[config.mk]
export PLATFORM = sky130hd
export DESIGN_NAME = adder_delay_meter
export DESIGN_NICKNAME = d
export VERILOG_FILES = /design/src/rtl/adder_meter_pkg.sv /design/src/rtl/ring_edge_sync.sv /design/src/rtl/adder_delay_meter.sv
export SDC_FILE = /design/constraint.sdc
export NUM_CORES = 1
export LEC_CHECK = 0
export BUFFER_PORTS_ARGS = -buffer_cell sky130_fd_sc_hd__clkbuf_2
export CORE_MARGIN = 3
export CORE_UTILIZATION = 52
export DETAILED_ROUTE_END_ITERATION = 6
export HOLD_SLACK_MARGIN = 0.06
export PLACE_DENSITY = 0.9
export SYNTH_ARGS = -nofsm -noshare
export SYNTH_HDL_FRONTEND = slang
export SYNTH_HIERARCHICAL = 1
export SYNTH_SLANG_ARGS = --single-unit
[constraint.sdc]
create_clock -name wb_clk_i -period 5.35 [get_ports wb_clk_i]
set_input_delay 0 -clock wb_clk_i [delete_from_list [all_inputs] [get_ports wb_clk_i]]
set_output_delay 0 -clock wb_clk_i [all_outputs]
set_load 0.02 [all_outputs]
[src/rtl/adder_meter_pkg.sv]
// ============================================================================
// adder_meter_pkg : shared state encoding and default widths for the meter
// Rev 1.0
// ============================================================================
`default_nettype none

package adder_meter_pkg;

    localparam int DEF_WIDTH  = 32;
    localparam int DEF_CNT_W  = 32;
    localparam int DEF_GATE_W = 16;
    localparam int DEF_SETTLE = 4;

    typedef enum logic [1:0] {
        IDLE    = 2'd0,
        SETTLE  = 2'd1,
        MEASURE = 2'd2,
        DONE    = 2'd3
    } state_t;

endpackage

`default_nettype wire

[src/rtl/ring_edge_sync.sv]
// ============================================================================
// ring_edge_sync : 2-flop synchroniser plus a one-cycle rising-edge pulse
// Rev 1.0
// ============================================================================
`default_nettype none

module ring_edge_sync (
    input  logic clk,
    input  logic rst_n,
    input  logic async_in,
    output logic rise
);

    logic meta;
    logic sync_q;
    logic sync_d;

    always_ff @(posedge clk or negedge rst_n) begin
        if (!rst_n) begin
            meta   <= 1'b0;
            sync_q <= 1'b0;
            sync_d <= 1'b0;
        end else begin
            meta   <= async_in;
            sync_q <= meta;
            sync_d <= sync_q;
        end
    end

    // Rings at or above half the clock rate alias and are undercounted.
    assign rise = sync_q & ~sync_d;

endmodule

`default_nettype wire

[src/rtl/adder_delay_meter.sv]
// ============================================================================
// adder_delay_meter : latches adder operands, closes the ring loop and counts
// ring edges over a programmable gate window.            Rev 1.0
// ============================================================================
`default_nettype none

module adder_delay_meter
    import adder_meter_pkg::*;
#(
    parameter int WIDTH         = DEF_WIDTH,
    parameter int CNT_W         = DEF_CNT_W,
    parameter int GATE_W        = DEF_GATE_W,
    parameter int SETTLE_CYCLES = DEF_SETTLE
) (
    input  logic              wb_clk_i,
    input  logic              wb_rst_n,
    input  logic              start,
    input  logic [WIDTH-1:0]  a_in,
    input  logic [WIDTH-1:0]  b_in,
    input  logic [GATE_W-1:0] gate_cycles,
    input  logic              ring_in,
    output logic [WIDTH-1:0]  a_input,
    output logic [WIDTH-1:0]  b_input,
    output logic              ring_en,
    output logic [CNT_W-1:0]  count,
    output logic              busy,
    output logic              done,
    output logic              overflow
);

    localparam int SET_W = (SETTLE_CYCLES > 1) ? $clog2(SETTLE_CYCLES) : 1;

    logic              rst_meta;
    logic              rst_sync_n;
    logic              start_q;
    logic              start_qq;
    logic              start_rise;
    logic              ring_rise;
    logic [SET_W-1:0]  settle_ctr;
    logic [GATE_W-1:0] win_ctr;
    logic [GATE_W-1:0] win_next;
    logic [GATE_W-1:0] gate_r;
    logic              settle_last;
    logic              win_last;
    state_t            state;
    state_t            state_next;

    // Reset asserts immediately, releases two clocks after wb_rst_n rises.
    always_ff @(posedge wb_clk_i or negedge wb_rst_n) begin
        if (!wb_rst_n) begin
            rst_meta   <= 1'b0;
            rst_sync_n <= 1'b0;
        end else begin
            rst_meta   <= 1'b1;
            rst_sync_n <= rst_meta;
        end
    end

    ring_edge_sync u_ring_sync (
        .clk      (wb_clk_i),
        .rst_n    (rst_sync_n),
        .async_in (ring_in),
        .rise     (ring_rise)
    );

    assign start_rise  = start_q & ~start_qq;
    assign win_next    = win_ctr + 1'b1;
    assign settle_last = (settle_ctr == SET_W'(SETTLE_CYCLES - 1));
    assign win_last    = (win_next == gate_r);

    always_ff @(posedge wb_clk_i or negedge rst_sync_n) begin
        if (!rst_sync_n) begin
            state <= IDLE;
        end else begin
            state <= state_next;
        end
    end

    always_comb begin
        state_next = state;
        busy       = 1'b0;
        done       = 1'b0;
        case (state)
            IDLE: begin
                if (start_rise) state_next = SETTLE;
            end
            SETTLE: begin
                busy = 1'b1;
                if (settle_last) state_next = (gate_r == '0) ? DONE : MEASURE;
            end
            MEASURE: begin
                busy = 1'b1;
                if (win_last) state_next = DONE;
            end
            DONE: begin
                done = 1'b1;
                if (start_rise) state_next = SETTLE;
            end
            default: state_next = IDLE;
        endcase
    end

    always_ff @(posedge wb_clk_i or negedge rst_sync_n) begin
        if (!rst_sync_n) begin
            start_q    <= 1'b0;
            start_qq   <= 1'b0;
            a_input    <= '0;
            b_input    <= '0;
            gate_r     <= '0;
            ring_en    <= 1'b0;
            count      <= '0;
            overflow   <= 1'b0;
            settle_ctr <= '0;
            win_ctr    <= '0;
        end else begin
            start_q  <= start;
            start_qq <= start_q;
            case (state)
                IDLE, DONE: begin
                    if (start_rise) begin
                        a_input    <= a_in;
                        b_input    <= b_in;
                        gate_r     <= gate_cycles;
                        ring_en    <= 1'b1;
                        settle_ctr <= '0;
                    end
                end
                SETTLE: begin
                    settle_ctr <= settle_ctr + 1'b1;
                    if (settle_last) begin
                        count    <= '0;
                        overflow <= 1'b0;
                        win_ctr  <= '0;
                        if (gate_r == '0) ring_en <= 1'b0;
                    end
                end
                MEASURE: begin
                    // Saturate rather than wrap so a fast ring cannot read as slow.
                    if (ring_rise) begin
                        if (&count) overflow <= 1'b1;
                        else        count    <= count + 1'b1;
                    end
                    win_ctr <= win_next;
                    if (win_last) ring_en <= 1'b0;
                end
                default: ;
            endcase
        end
    end

endmodule

`default_nettype wire

## Word level (Yosys, flattened, before mapping)

Index checks and enable logic that the tools add are counted.

| word-level totals | value |
|---|---|
| output and inout port bits | 100 |
| flip-flop bits (word level) | 141 |
| latch bits | 0 |
| RAM bits | 0 |
| input bits | 84 |
| word-level logic and storage cells | 73 |
| ROM bits | 0 |
| memories kept | 0 |

| cells by class | value |
|---|---|
| bitwise logic cells | 4 |
| order comparisons | 0 |
| shift operators | 0 |
| add/sub/neg operators | 3 |
| divide/modulo/power cells | 0 |
| multiply operators | 0 |
| reduce and logical (&&, ||, !) cells | 14 |
| eq/ne operators | 12 |
| multiplexer cells | 24 |

Operators with widths:

| operator | number |
|---|---|
| 32-bit 2-to-1 mux | 3 |
| 32-bit one-hot mux with 2 select lines | 1 |
| 32-bit by 1-bit adder with 32-bit output, second input constant | 1 |
| 16-bit one-hot mux with 2 select lines | 1 |
| 32-bit AND reduction | 1 |
| 16-bit by 1-bit adder with 16-bit output, second input constant | 1 |
| 16-bit equality test | 1 |
| 16-bit zero test | 1 |
| 16-bit 2-to-1 mux | 1 |
| 2-bit != test, second input constant | 6 |
| 4-bit AND reduction | 3 |
| 1-bit 2-to-1 mux | 10 |
| 2-bit 2-to-1 mux | 4 |
| 2-bit equality test, second input constant | 3 |
| 2-bit one-hot mux with 3 select lines | 1 |
| 2-bit AND reduction | 3 |
| 2-bit one-hot mux with 2 select lines | 1 |
| 2-bit nonzero test | 2 |
| 2-bit OR reduction | 2 |
| 1-bit one-hot mux with 3 select lines | 1 |
| 3-bit AND reduction | 1 |
| 2-bit by 1-bit adder with 2-bit output, second input constant | 1 |
| 1-bit AND | 2 |
| 2-bit by 1-bit equality test with 1-bit output, second input constant | 1 |
| other kinds (4) | 5 |

## Logic depth before layout (Yosys ltp)

| logic depth | value |
|---|---|
| depth in word-level cells | 4 |
| depth in mapped cells | 10 |
| mapped depth without buffers | 9 |

## Hierarchy

The synthesis kept the hierarchy.

By module, submodules not included:

| module | area an instance (sq um) | cells each | instances | seq. area each (sq um) |
|---|---|---|---|---|
| adder_delay_meter | 6476.2 | 580 | 1 | 3453.3 |
| ring_edge_sync | 88.8 | 4 | 1 | 75.1 |

## Least setup slack after synthesis

No wires, ideal clock.

| timing | value |
|---|---|
| path kind | reg2reg |
| from | reg win_ctr[1] |
| to | reg state[0] |
| period minus slack after synthesis | 2583 ps |
| required time | 5222 ps |
| arrival | 2455 ps |
| path slack | 2767 ps |
| library setup time | 128 ps |
| path buffers | 1 |
| stages on the path, launching flop included | 10 |
| cells stage by stage | dfrtp_1 -> ha_1 -> clkbuf_1 -> nand3_1 -> nor4_1 -> xnor2_1 -> and4b_1 -> nand4_1 -> a21boi_2 -> mux2_1 |

| between the ends | value |
|---|---|
| cells in the longest elaborated chain, start to end | 4 |

Ends and longest elaborated chain:

| item | line | RTL |
|---|---|---|
| start: declaration | adder_delay_meter.sv:40 | `logic [GATE_W-1:0] win_ctr;` |
| start signal: assignment | adder_delay_meter.sv:143 | `win_ctr <= win_next;` |
| 16-bit by 1-bit adder with 16-bit output | adder_delay_meter.sv:67 | `assign win_next = win_ctr + 1'b1;` |
| 16-bit equality test | adder_delay_meter.sv:69 | `assign win_last = (win_next == gate_r);` |
| 2-bit != test (no source line) | n/a |  |
| 3-bit AND reduction (no source line) | n/a |  |
| end signal: assignment | adder_delay_meter.sv:75 | `state <= state_next;` |
| end: declaration | adder_delay_meter.sv:45 | `state_t state;` |

No other way between the ends.
A chain may end at the register's enable or synchronous reset.

## Worst setup path after layout

| timing | value |
|---|---|
| from | reg win_ctr[4] |
| to | reg ring_en |

| between the ends | value |
|---|---|
| cells in the longest elaborated chain, start to end | 4 |

Ends and longest elaborated chain:

| item | line | RTL |
|---|---|---|
| 16-bit by 1-bit adder with 16-bit output | adder_delay_meter.sv:67 |  |
| 16-bit equality test | adder_delay_meter.sv:69 |  |
| 2-bit != test (no source line) | n/a |  |
| 4-bit AND reduction (no source line) | n/a |  |
| end signal: assignment | adder_delay_meter.sv:110 | `ring_en <= 1'b0;` |
| end signal: assignment | adder_delay_meter.sv:124 | `ring_en <= 1'b1;` |
| end signal: assignment | adder_delay_meter.sv:134 | `if (gate_r == '0) ring_en <= 1'b0;` |
| end: declaration | adder_delay_meter.sv:24 | `output logic ring_en,` |

No other way between the ends.

==> results.json <==
{
  "status": "complete, no violations",
  "grt_use_met2": 0.548,
  "fin_skew_ns": 0.0123,
  "clkTransAtPathRegs_ns": 0.07,
  "synth-seq-cells": 141,
  "grt_usage": 0.326,
  "ff_latch_area_um2": 3530,
  "post-route-period-util": 0.585,
  "clock-sinks": 141,
  "relSlewSlack": 0.142,
  "first_iter_violations": 838,
  "grt_pass1_vias": 6408,
  "place_congestion": 0.900,
  "num_io_pins": 184,
  "area_delta_synth_final_pct": 37.7,
  "worstMarginPinSlew_ns": 1.29,
  "synth.most_common_cell": "dfrtp_1",
  "dpl.hpwl_um": 12000,
  "die_x_um": 118,
  "whs_ns": 0.264,
  "synthTopCellsByCount": "dfrtp_1 (141), mux2_2 (81), nor2_1 (48), o21ai_0 (38), nand2_1 (33)",
  "r2r_slack_ns": 2.22,
  "seq_area_frac_synth": 0.537,
  "floorplan.die.height_um": 118,
  "clock_path_buffers": 2,
  "drive_gt1_frac": 0.356,
  "antenna_left": 0,
  "grt_overflow": 0,
  "row_count": 40,
  "syn-mean-instance-area_um2": 11.2,
  "cap_viol_max_count": 0,
  "synth_top_area_share": 0.537,
  "synth_area_leaders": "dfrtp_1 (54%), mux2_2 (14%), xnor2_1 (4.1%), o21ai_0 (2.9%), nor2_1 (2.7%)",
  "fp.coreArea_um2": 12200,
  "end_kind": "flip-flop",
  "max_freq_ghz": 0.320,
  "critPathLaunchType": "flip-flop",
  "finalSetupViolations": 0,
  "htree_levels": 4,
  "cts_tree": "yes",
  "dr.pass1.iters": 6,
  "fin_crit_ns": 3.13,
  "fillers": 669,
  "grtUsageMet1": 0.360,
  "drcViolationCount": 0,
  "cts_made_buffers": 17,
  "hold_viol_final": 0,
  "nets": 937,
  "antenna_found_initial": 1,
  "viasPerCell": 6.11,
  "grt_max_degree": 81,
  "placedCellCount": 911,
  "peakVddDrop_uv": 393,
  "final_cells": 1028,
  "initial_utilization": 0.540,
  "power.total_mw": 4.85,
  "via_count": 6284,
  "setup_tns_ns": 0,
  "slew_viol_final": 0,
  "async_flop_share": 1.00,
  "wl_per_cell_um": 23.6,
  "cp.required_ns": 5.66,
  "die_area_um2": 14000,
  "p_leak_nw": 4.13,
  "clock_latency_ns": 0.43,
  "crit_arrival_ns": 3.43,
  "wl_um": 24200,
  "yosys.area.top_type": "dfrtp_1",
  "hp-class": "primary input to flip-flop",
  "syn-cell-area_um2": 6570,
  "gr-usage-met3": 0.0962,
  "synth.net_count": 675,
  "synthFlopType": "dfrtp_1",
  "synth_cell_type_count": 53,
  "utilization": 0.743,
  "multi_input_comb_area_um2": 2880,
  "path_max_fanout": 15,
  "synth_edf_count": 0,
  "grt_pass1_wl_um": 35500,
  "gr-max-usage-layer": "met2",
  "rsz0062_at_grt": "no",
  "cts_setup_buffers": 0,
  "placement.io_buffers": 183,
  "syn_inst": 584,
  "p_per_area_nw_per_um2": 537,
  "yosysWarnings": 6,
  "clockRootBuffer": "clkbuf_16",
  "worstSetupPathType": "flip-flop to flip-flop"
}
[flip-flops by register name, indices dropped and copies added, names as in the netlist, 2 cells and up]
name        cells
win_ctr        16
b_input        32
settle_ctr      2
a_input        32
state           2
gate_r         16
count          32
[path summary, 6_finish.rpt]
kind                                       startpoint                            to  cells past startpoint
setup / recovery               win_ctr[4]$_DFFE_PN0P_           ring_en$_DFFE_PN0P_                      7
setup reg to reg               win_ctr[4]$_DFFE_PN0P_           ring_en$_DFFE_PN0P_                      7
hold / removal                                ring_in    u_ring_sync/meta$_DFF_PN0_                      2
min in group asynchronous                    wb_rst_n            rst_meta$_DFF_PN0_                      3
max in group asynchronous        rst_sync_n$_DFF_PN0_         count[30]$_DFFE_PN0P_                      1
hold reg to reg            u_ring_sync/meta$_DFF_PN0_  u_ring_sync/sync_q$_DFF_PN0_                      0
[cells by family after synthesis]
group,Yosys count,synth area share
mux,86,0.147
buf+inv,43,0.0257
flops,141,0.537
compound gates,80,0.0745
fa+ha+maj,7,0.0133
simple gates,186,0.148
other cells,1,0.000571
xor+xnor,40,0.0534
[layout make-up]
cell class,instances,share of cell area
clock buffer,25,0.0559
multi-input combinational,400,0.318
antenna,1,0.000277
clock inverter,7,0.00844
tap,168,0.0232
sequential,141,0.391
timing repair buffer,270,0.197
inverter,16,0.00664
[through the flow]
step	area (µm²)	worst slack [ns]
3_5_place_dp	7620	2.34
2_1_floorplan	6570	1.13
3_3_place_gp	7620	2.50
4_1_cts	9040	2.35
5_1_grt	9040	1.91
6_report	9040	2.22
[power by group]
group	total (mW)	switching, mW	internal, mW	leakage, nW
Sequential	1.82	0.396	1.42	1.75
Combinational	1.85	1.11	0.736	2.10
Clock	1.19	0.481	0.705	0.281
[critical path, stage by stage, from the launching register on]
cell and delay (ns):
dfrtp_1 0.66, nand4_4 0.30, nor4_2 0.54, xnor2_1 0.17, a2111oi_0 0.49, nand4_1 0.23, a21oi_1 0.26, mux2_1 0.35
[per-layer routing]
| metal | routed length (µm) | vias up |
|---|---|---|
| met5 | 0 | - |
| met2 | 11500 | 526 |
| li1 | - | 2605 |
| met1 | 8330 | 2982 |
| met3 | 2410 | 171 |
| met4 | 2010 | 0 |
[cell usage in the layout (no fill, tap or decap), types with 7 or more instances in the layout]
cell	netlist	final
and3_1	7	7
nand3_1	26	26
nor3_1	11	11
dlygate4sd3_1	0	84
or3_1	9	8
nand2_1	33	33
ha_1	7	7
xnor2_1	31	31
clkbuf_2	0	183
xor2_1	9	9
inv_1	16	16
clkbuf_16	0	17
dfrtp_1	141	140
mux2_2	81	81
nor4_1	14	14
a21oi_1	15	15
nor2_1	48	47
nand4_1	13	13
o21ai_0	38	37
[timing repair]
item,CTS,global route
hold buffers,84,0
hold endpoints to repair,84,0
gates resized for setup,0,0
(Power assumes the default switching activity.)
